$ cat src/rtl/wb_master_lsu.sv
// Wishbone load/store master: one access at a time.
// Sub-word lanes are steered onto the bus, load results are sign- or
// zero-extended, and a bus that never acknowledges is abandoned after
// TIMEOUT_CYCLES.
module wb_master_lsu #(
  parameter int ADDR_WIDTH     = 10,
  parameter int TIMEOUT_CYCLES = 15
) (
  input  logic                  i_clk,
  input  logic                  i_rst_n,
  input  logic                  i_req,
  input  logic                  i_we,
  input  logic [31:0]           i_addr,
  input  logic [31:0]           i_wdata,
  input  logic [1:0]            i_size,
  input  logic                  i_unsigned,
  output logic                  o_busy,
  output logic                  o_done,
  output logic                  o_err,
  output logic [31:0]           o_rdata,
  output logic                  o_wb_cyc,
  output logic                  o_wb_stb,
  output logic                  o_wb_we,
  output logic [ADDR_WIDTH-1:0] o_wb_addr,
  output logic [31:0]           o_wb_data,
  output logic [3:0]            o_wb_sel,
  input  logic                  i_wb_ack,
  input  logic                  i_wb_stall,
  input  logic [31:0]           i_wb_data
);

  localparam int CNT_W = $clog2(TIMEOUT_CYCLES + 1);

  typedef enum logic [1:0] {IDLE, STROBE, WAIT_ACK, FINISH} state_t;

  state_t            state, state_nx;
  logic [CNT_W-1:0]  cnt, cnt_nx, cnt_inc;
  logic [1:0]        lo_q, lo_nx;
  logic [1:0]        size_q, size_nx;
  logic              uns_q, uns_nx;
  logic              busy_nx, done_nx, err_nx;
  logic [31:0]       rdata_nx;
  logic              cyc_nx, stb_nx, we_nx;
  logic [ADDR_WIDTH-1:0] addr_nx;
  logic [31:0]       wbdata_nx;
  logic [3:0]        sel_nx;

  // Address bits beyond the bus width are intentionally dropped.
  logic unused_addr_hi;
  assign unused_addr_hi = ^i_addr[31:ADDR_WIDTH];

  function automatic logic bad_req(input logic [1:0] lo, input logic [1:0] sz);
    case (sz)
      2'b00:   bad_req = 1'b0;
      2'b01:   bad_req = lo[0];
      2'b10:   bad_req = (lo != 2'b00);
      default: bad_req = 1'b1;
    endcase
  endfunction

  function automatic logic [3:0] lane_sel(input logic [1:0] lo, input logic [1:0] sz);
    case (sz)
      2'b00:   lane_sel = 4'b0001 << lo;
      2'b01:   lane_sel = 4'b0011 << lo;
      default: lane_sel = 4'b1111;
    endcase
  endfunction

  function automatic logic [31:0] lane_wdata(input logic [31:0] w, input logic [1:0] sz);
    case (sz)
      2'b00:   lane_wdata = {4{w[7:0]}};
      2'b01:   lane_wdata = {2{w[15:0]}};
      default: lane_wdata = w;
    endcase
  endfunction

  function automatic logic [31:0] load_ext(input logic [31:0] w, input logic [1:0] lo,
                                           input logic [1:0] sz, input logic uns);
    logic signed [7:0]  b;
    logic signed [15:0] h;
    logic signed [31:0] r;
    b = w[{lo, 3'b000} +: 8];
    h = lo[1] ? w[31:16] : w[15:0];
    case (sz)
      2'b00:   r = uns ? {24'd0, b} : {{24{b[7]}}, b};
      2'b01:   r = uns ? {16'd0, h} : {{16{h[15]}}, h};
      default: r = w;
    endcase
    load_ext = r;
  endfunction

  // Next-state and next-output decode; every output is registered below.
  always_comb begin
    state_nx  = state;
    cnt_nx    = cnt;
    cnt_inc   = cnt + CNT_W'(1);
    lo_nx     = lo_q;
    size_nx   = size_q;
    uns_nx    = uns_q;
    done_nx   = 1'b0;
    err_nx    = 1'b0;
    rdata_nx  = 32'd0;
    cyc_nx    = o_wb_cyc;
    stb_nx    = o_wb_stb;
    we_nx     = o_wb_we;
    addr_nx   = o_wb_addr;
    wbdata_nx = o_wb_data;
    sel_nx    = o_wb_sel;
    case (state)
      IDLE: begin
        if (i_req) begin
          cnt_nx = '0;
          if (bad_req(i_addr[1:0], i_size)) begin
            state_nx = FINISH;
            done_nx  = 1'b1;
            err_nx   = 1'b1;
          end else begin
            state_nx  = STROBE;
            cyc_nx    = 1'b1;
            stb_nx    = 1'b1;
            we_nx     = i_we;
            addr_nx   = {i_addr[ADDR_WIDTH-1:2], 2'b00};
            wbdata_nx = lane_wdata(i_wdata, i_size);
            sel_nx    = lane_sel(i_addr[1:0], i_size);
            lo_nx     = i_addr[1:0];
            size_nx   = i_size;
            uns_nx    = i_unsigned;
          end
        end
      end
      STROBE, WAIT_ACK: begin
        cnt_nx = cnt_inc;
        if (state == STROBE && !i_wb_stall) begin
          stb_nx = 1'b0;
          if (!i_wb_ack) state_nx = WAIT_ACK;
        end
        if (o_wb_cyc && i_wb_ack && (state == WAIT_ACK || !i_wb_stall)) begin
          state_nx = FINISH;
          cyc_nx   = 1'b0;
          stb_nx   = 1'b0;
          done_nx  = 1'b1;
          rdata_nx = o_wb_we ? 32'd0 : load_ext(i_wb_data, lo_q, size_q, uns_q);
        end else if (cnt_inc == CNT_W'(TIMEOUT_CYCLES)) begin
          state_nx = FINISH;
          cyc_nx   = 1'b0;
          stb_nx   = 1'b0;
          done_nx  = 1'b1;
          err_nx   = 1'b1;
        end
      end
      default: state_nx = IDLE;
    endcase
    busy_nx = (state_nx != IDLE);
  end

  // Control state and bus/handshake outputs, cleared asynchronously by reset.
  always_ff @(posedge i_clk or negedge i_rst_n) begin
    if (!i_rst_n) begin
      state     <= IDLE;
      cnt       <= '0;
      o_busy    <= 1'b0;
      o_done    <= 1'b0;
      o_err     <= 1'b0;
      o_rdata   <= 32'd0;
      o_wb_cyc  <= 1'b0;
      o_wb_stb  <= 1'b0;
      o_wb_we   <= 1'b0;
      o_wb_addr <= '0;
      o_wb_data <= 32'd0;
      o_wb_sel  <= 4'd0;
    end else begin
      state     <= state_nx;
      cnt       <= cnt_nx;
      o_busy    <= busy_nx;
      o_done    <= done_nx;
      o_err     <= err_nx;
      o_rdata   <= rdata_nx;
      o_wb_cyc  <= cyc_nx;
      o_wb_stb  <= stb_nx;
      o_wb_we   <= we_nx;
      o_wb_addr <= addr_nx;
      o_wb_data <= wbdata_nx;
      o_wb_sel  <= sel_nx;
    end
  end

  // Latched request attributes used to steer and extend load data.
  always_ff @(posedge i_clk) begin
    lo_q   <= lo_nx;
    size_q <= size_nx;
    uns_q  <= uns_nx;
  end

endmodule

$ cat config.mk
export PLATFORM = sky130hd
export DESIGN_NAME = wb_master_lsu
export DESIGN_NICKNAME = d
export VERILOG_FILES = /design/src/rtl/wb_master_lsu.sv
export SDC_FILE = /design/constraint.sdc
export NUM_CORES = 1
export LEC_CHECK = 0
export ABC_AREA = 0
export CAP_MARGIN = 15
export CORE_AREA = 4 4 107 109
export CTS_CLUSTER_DIAMETER = 150
export DETAILED_ROUTE_END_ITERATION = 8
export DIE_AREA = 0 0 111 113
export PLACE_DENSITY_LB_ADDON = 0.12
export SYNTH_ARGS = -nofsm -noshare
export SYNTH_HDL_FRONTEND = slang
export SYNTH_SLANG_ARGS = --single-unit
$ cat constraint.sdc
create_clock -name i_clk -period 2.5 [get_ports i_clk]
set_input_delay 0.25 -clock i_clk [delete_from_list [all_inputs] [get_ports i_clk]]
set_output_delay 0.25 -clock i_clk [all_outputs]
set_load 0.01 [all_outputs]
* Yosys cells after proc, flatten, opt, wreduce, memory -nomap -nowiden
Index checks and enable logic that the tools add are counted.
** Word-level totals
- Register bits after elaboration :: 93
- Input port bits :: 105
- Word-level logic and storage cells :: 83
- Output and inout port bits :: 84
** Cells by class
- Equality and inequality tests :: 10
- Muxes and demuxes :: 37
- $add $sub $neg :: 1
- Shift-type cells :: 3
- Reduce and logical (&&, ||, !) cells :: 16
- Bitwise gates (word level) :: 1
** Operator list (count)
- 2-to-1 mux 32 bit :: 5
- case mux 32 bit (2 select lines) :: 2
- variable part select 32 x 6 -> 8 bit :: 1
- 2-to-1 mux 16 bit :: 1
- case mux 4 bit (2 select lines) :: 2
- 2-to-1 mux 1 bit :: 14
- 2-to-1 mux 2 bit :: 6
- case mux 1 bit (2 select lines) :: 4
- AND reduction 4 bit :: 2
- == test 2 x 1 -> 1 bit, second input constant :: 3
- logical NOT 2 bit :: 3
- nonzero test 2 bit :: 3
- adder 4 x 1 -> 4 bit, second input constant :: 1
- == test 2 bit, second input constant :: 2
- == test 4 bit, second input constant :: 1
- 2-to-1 mux 4 bit :: 1
- inequality test 2 bit, second input constant :: 2
- inequality test 4 bit, second input constant :: 1
- case mux 2 bit (2 select lines) :: 1
- << shifter 1 x 2 -> 4 bit, first input constant :: 1
- << shifter 2 x 2 -> 4 bit, first input constant :: 1
- logical AND 1 bit :: 3
- inequality test 3 bit, second input constant :: 1
- case mux 1 bit (3 select lines) :: 1
- other kinds (6) :: 6

* Logic depth before layout (Yosys ltp)
- Word-level depth :: 8
- Gate-level depth with buffers :: 8
- Depth with buffers taken out :: 7

* Worst setup path before layout
Ideal clock, no wire load.
- Path type :: flip-flop to flip-flop
- Start :: register state[1]
- End :: register o_rdata[30]
- Setup slack :: 618 ps
- Library setup time :: 74 ps
- Arrival :: 1809 ps
- Cell stages (with the launch flop) :: 8
- Path buffers :: 1
- Required time :: 2426 ps
- Period minus slack after synthesis :: 1882 ps
- Cell sequence :: dfrtp_1 -> inv_1 -> ha_1 -> nor2b_1 -> nand4_1 -> a221o_2 -> buf_6 -> a21oi_2
** Between the ends
- Cells in the longest elaborated chain, start to end :: 5
** RTL lines
- from (decl) :: line 36 : state_t state, state_nx;
- from (signal assigned) :: line 172 : state <= state_nx;
- == test 2 bit :: line 109, 137
- logical OR 1 bit :: line 137 : if (o_wb_cyc && i_wb_ack && (state == WAIT_ACK || !i_wb_stall)) begin
- logical AND 1 bit :: line 137
- 2-to-1 mux 32 bit :: line 137
- 2-to-1 mux 32 bit * :: line 109 : case (state)
- named net rdata_nx[30] :: line 42 : logic [31:0] rdata_nx;
- to (signal assigned) :: line 177 : o_rdata <= rdata_nx;
- to (decl) :: line 20 : output logic [31:0] o_rdata,
The timed path passes the listed nets; every way through them passes the cells marked *.
A chain may end at the register's enable or synchronous reset.

* Final worst setup path
- Start :: register state[1]
- End :: register o_wb_data[3]
** Between the ends
- Cells in the longest elaborated chain, start to end :: 2
** RTL lines
- logical NOT 2 bit :: line 109
- AND reduction 3 bit (no line)
- to (signal assigned) :: line 182 : o_wb_data <= wbdata_nx;
- to (decl) :: line 25 : output logic [31:0] o_wb_data,
Every way passes these cells.

==> flow_summary.ini <==
[status]
outcome = finished clean

[die]
fp.dieW_um = 111
dieArea_um2 = 12500
ios = 189
fp.dieH_um = 113
start_util_pct = 40.9
rows = 38
core_um2 = 10600

[cts]
clk_pin_slew_ns = 0.09
cts.path.max_buffers = 2
h-tree-depth = 3
cts_tree = done
postCtsHoldBufs = 1
cts_inserted_buffers = 9
clk_latency_ns = 0.36
root_buffer = clkbuf_8
cts_resized = 0
cts_setup_buffers = 0
clock_sinks = 93

[logic_synthesis]
synth_edf_count = 5
synth_top_area_share_pct = 50.8
synth-seq-area-share_pct = 54.2
yosysUniqueCellTypes = 49
yosys_warnings = 0
syn_area_um2 = 4340
synth-seq-cells = 93
yosysMostFrequentCell = nand2_1
synthTopCellsByArea = dfrtp_1 51%, nand2_1 8.8%, mux2i_1 5.5%
syn_inst = 452
synth_area_leader_cell = dfrtp_1
async_flop_share_pct = 94.6
synth_common_cells = 102 x nand2_1, 88 x dfrtp_1, 41 x o21ai_0
synth-main-ff-cell = dfrtp_1
syn_area_per_cell_um2 = 9.60

[drt]
vias_per_cell = 5.03
drtIter0Drc = 185
ant_nets = 0
drtPass1Iterations = 5
wirelength_mm = 12.0
drc = 0
num_vias = 3806
wl_per_cell_um = 15.9

[timing]
report.final.hold_viol_count = 0
setup_slack_ns = 0.400
holdWs_ns = 0.415
finalCritPeriodShare_pct = 84.0
fin_tns_setup_ns = 0
rsz0062_at_grt = no
fin_crit_ns = 2.10
slew_violations = 0
setup_viol = 0
max_freq_mhz = 476
worstMarginPinSlew_ns = 0.691
slew_headroom_pct = 54.0
finClkSkew_ns = 0.00777

[finish]
fin_util_pct = 59.8
n_antenna_cell = 0
area_delta_synth_final_pct = 46.1
nFillCells = 921
fin_nets = 723
multi_input_area_um2 = 1740
drive_above_1_share_pct = 7.29
regArea_um2 = 2350

[pwr]
ir_drop_mv = 0.534
p_per_area_nw_per_um2 = 902
leakagePower_nw = 2.85

[worst_setup_path]
crit_type = reg -> reg
cp.buffers_inverters = 3
rr_worst_depth = 8
r2r_start = state[1]
slowest_delay_ns = 0.46
critPathRequiredTime_ns = 2.76
critical_path.startpoint_type = flip-flop
cp_max_fo = 17
r2r_setup_slack_ns = 0.40
cp_common_cell = nand2_1
end_kind = flip-flop
arrival_ns = 2.36
crit_chain = inv_1 -> ha_1 -> and2_1 -> o21ai_4 -> clkinv_1 -> buf_4 -> nand2_1 -> nand2_1
cpLargestDelayFamily = buffers and inverters
cp_slowest_cell = clkinv_1
r2r-end = o_wb_data[3]

[place]
port_buffers = 164
pre_cts_slack_ns = 0.246
dp_hpwl_mm = 8.87
place_congestion = 0.851

[global_route]
grt_max_degree = 68
grt_pass1_vias = 3857
antenna_found_initial = 0
globalRouteOverflowTotal = 0
grt_pass1_wl_mm = 19.6
grt_util_all_layers_pct = 19.4

[worst_hold_path]
worstHoldStart = i_addr[8]
hold_depth = 3
hold_path_class = in -> reg
hold_path_end = o_wb_addr[8]

[flow_run]
max-cap-violations = 0
cells in the final DEF (no fill, tap or decap), drive strengths merged, types with 8 or more instances in the layout:
cell type / Yosys / final
clkdlybuf4s50: 0 / 163
nand2: 102 / 102
dfrtp: 88 / 88
o21ai: 43 / 43
a21oi: 37 / 37
inv: 31 / 31
nor2: 25 / 25
mux2i: 24 / 24
clkbuf: 17 / 13
buf: 11 / 12
a221oi: 8 / 8
tightest hold or removal path, delay by kind of cell:
family        cells  cell delay, ns
buf+inv           1            0.39
simple gates      2            0.09
power breakdown:
| group | total [W] | switching, W | leakage, nW | internal, W |
|---|---|---|---|---|
| clock | 0.00103 | 0.000512 | 0.104 | 0.000519 |
| combinational | 0.00239 | 0.00113 | 1.57 | 0.00126 |
| sequential | 0.00229 | 0.000286 | 1.18 | 0.00201 |
| total | 0.00572 | 0.00193 | 2.85 | 0.00379 |
registers in the layout, indices dropped and copies added (netlist names):
name       flops
o_rdata       32
state          2
uns_q          1
o_wb_addr      8
o_err          1
cnt            4
lo_q           2
o_done         1
size_q         2
o_busy         1
o_wb_we        1
o_wb_cyc       1
o_wb_stb       1
o_wb_data     32
o_wb_sel       4
worst max-delay path by stage:
| stage | end | slack, ns | start | cells past startpoint |
|---|---|---|---|---|
| after floorplan | o_rdata[30] | 0.62 | state[1] | 7 |
| after global placement | o_wb_data[3] | 0.31 | i_addr[0] | 7 |
| after CTS | o_wb_data[3] | 0.35 | state[1] | 8 |
| after detailed placement | o_wb_data[3] | 0.25 | i_addr[0] | 7 |
| final | o_wb_data[3] | 0.40 | state[1] | 8 |
| after global routing | o_wb_data[6] | 0.18 | state[1] | 8 |
layer usage:
layer  part of all wire, %  vias to the layer above  GRT usage (%)  wire length (um)
li1                      -                     1852              -                 -
met1                    44                     1774           25.1              5260
met2                    46                      153           30.4              5490
met3                   7.7                       27           5.40               926
met4                   2.9                        0           9.20               354
met5                     0                        -              0                 0
cell families (layout without fill, tap and decap cells):
family	count (synthesis)	count (layout)	synth area share, %
other	1	2	0.0864
muxes	26	26	6.32
xor gates and xnor gates	1	1	0.202
buffers and inverters	60	224	5.91
adders and majority gates	6	6	1.73
AOI/OAI and AO/OA	113	113	16.7
and+or+nand+nor	152	152	14.8
DFF	93	93	54.2
through the flow:
step                instance area (um2)  power [W]  std cells
finish                             6340    0.00572        757
global placement                   6130    0.00468        740
detailed placement                 6130    0.00473        740
floorplan                          4340    0.00337        453
global route                       6340    0.00613        757
CTS                                6340    0.00579        757
final cells by class:
| cell class | count | area share [%] |
|---|---|---|
| clock buffers | 13 | 2.51 |
| clock inverters | 3 | 0.691 |
| well taps | 140 | 2.76 |
| multi-input cells | 300 | 27.5 |
| inverters | 32 | 1.89 |
| flip-flops and latches | 93 | 37.1 |
| repair buffers | 176 | 27.5 |
(Power assumes the default switching activity.)
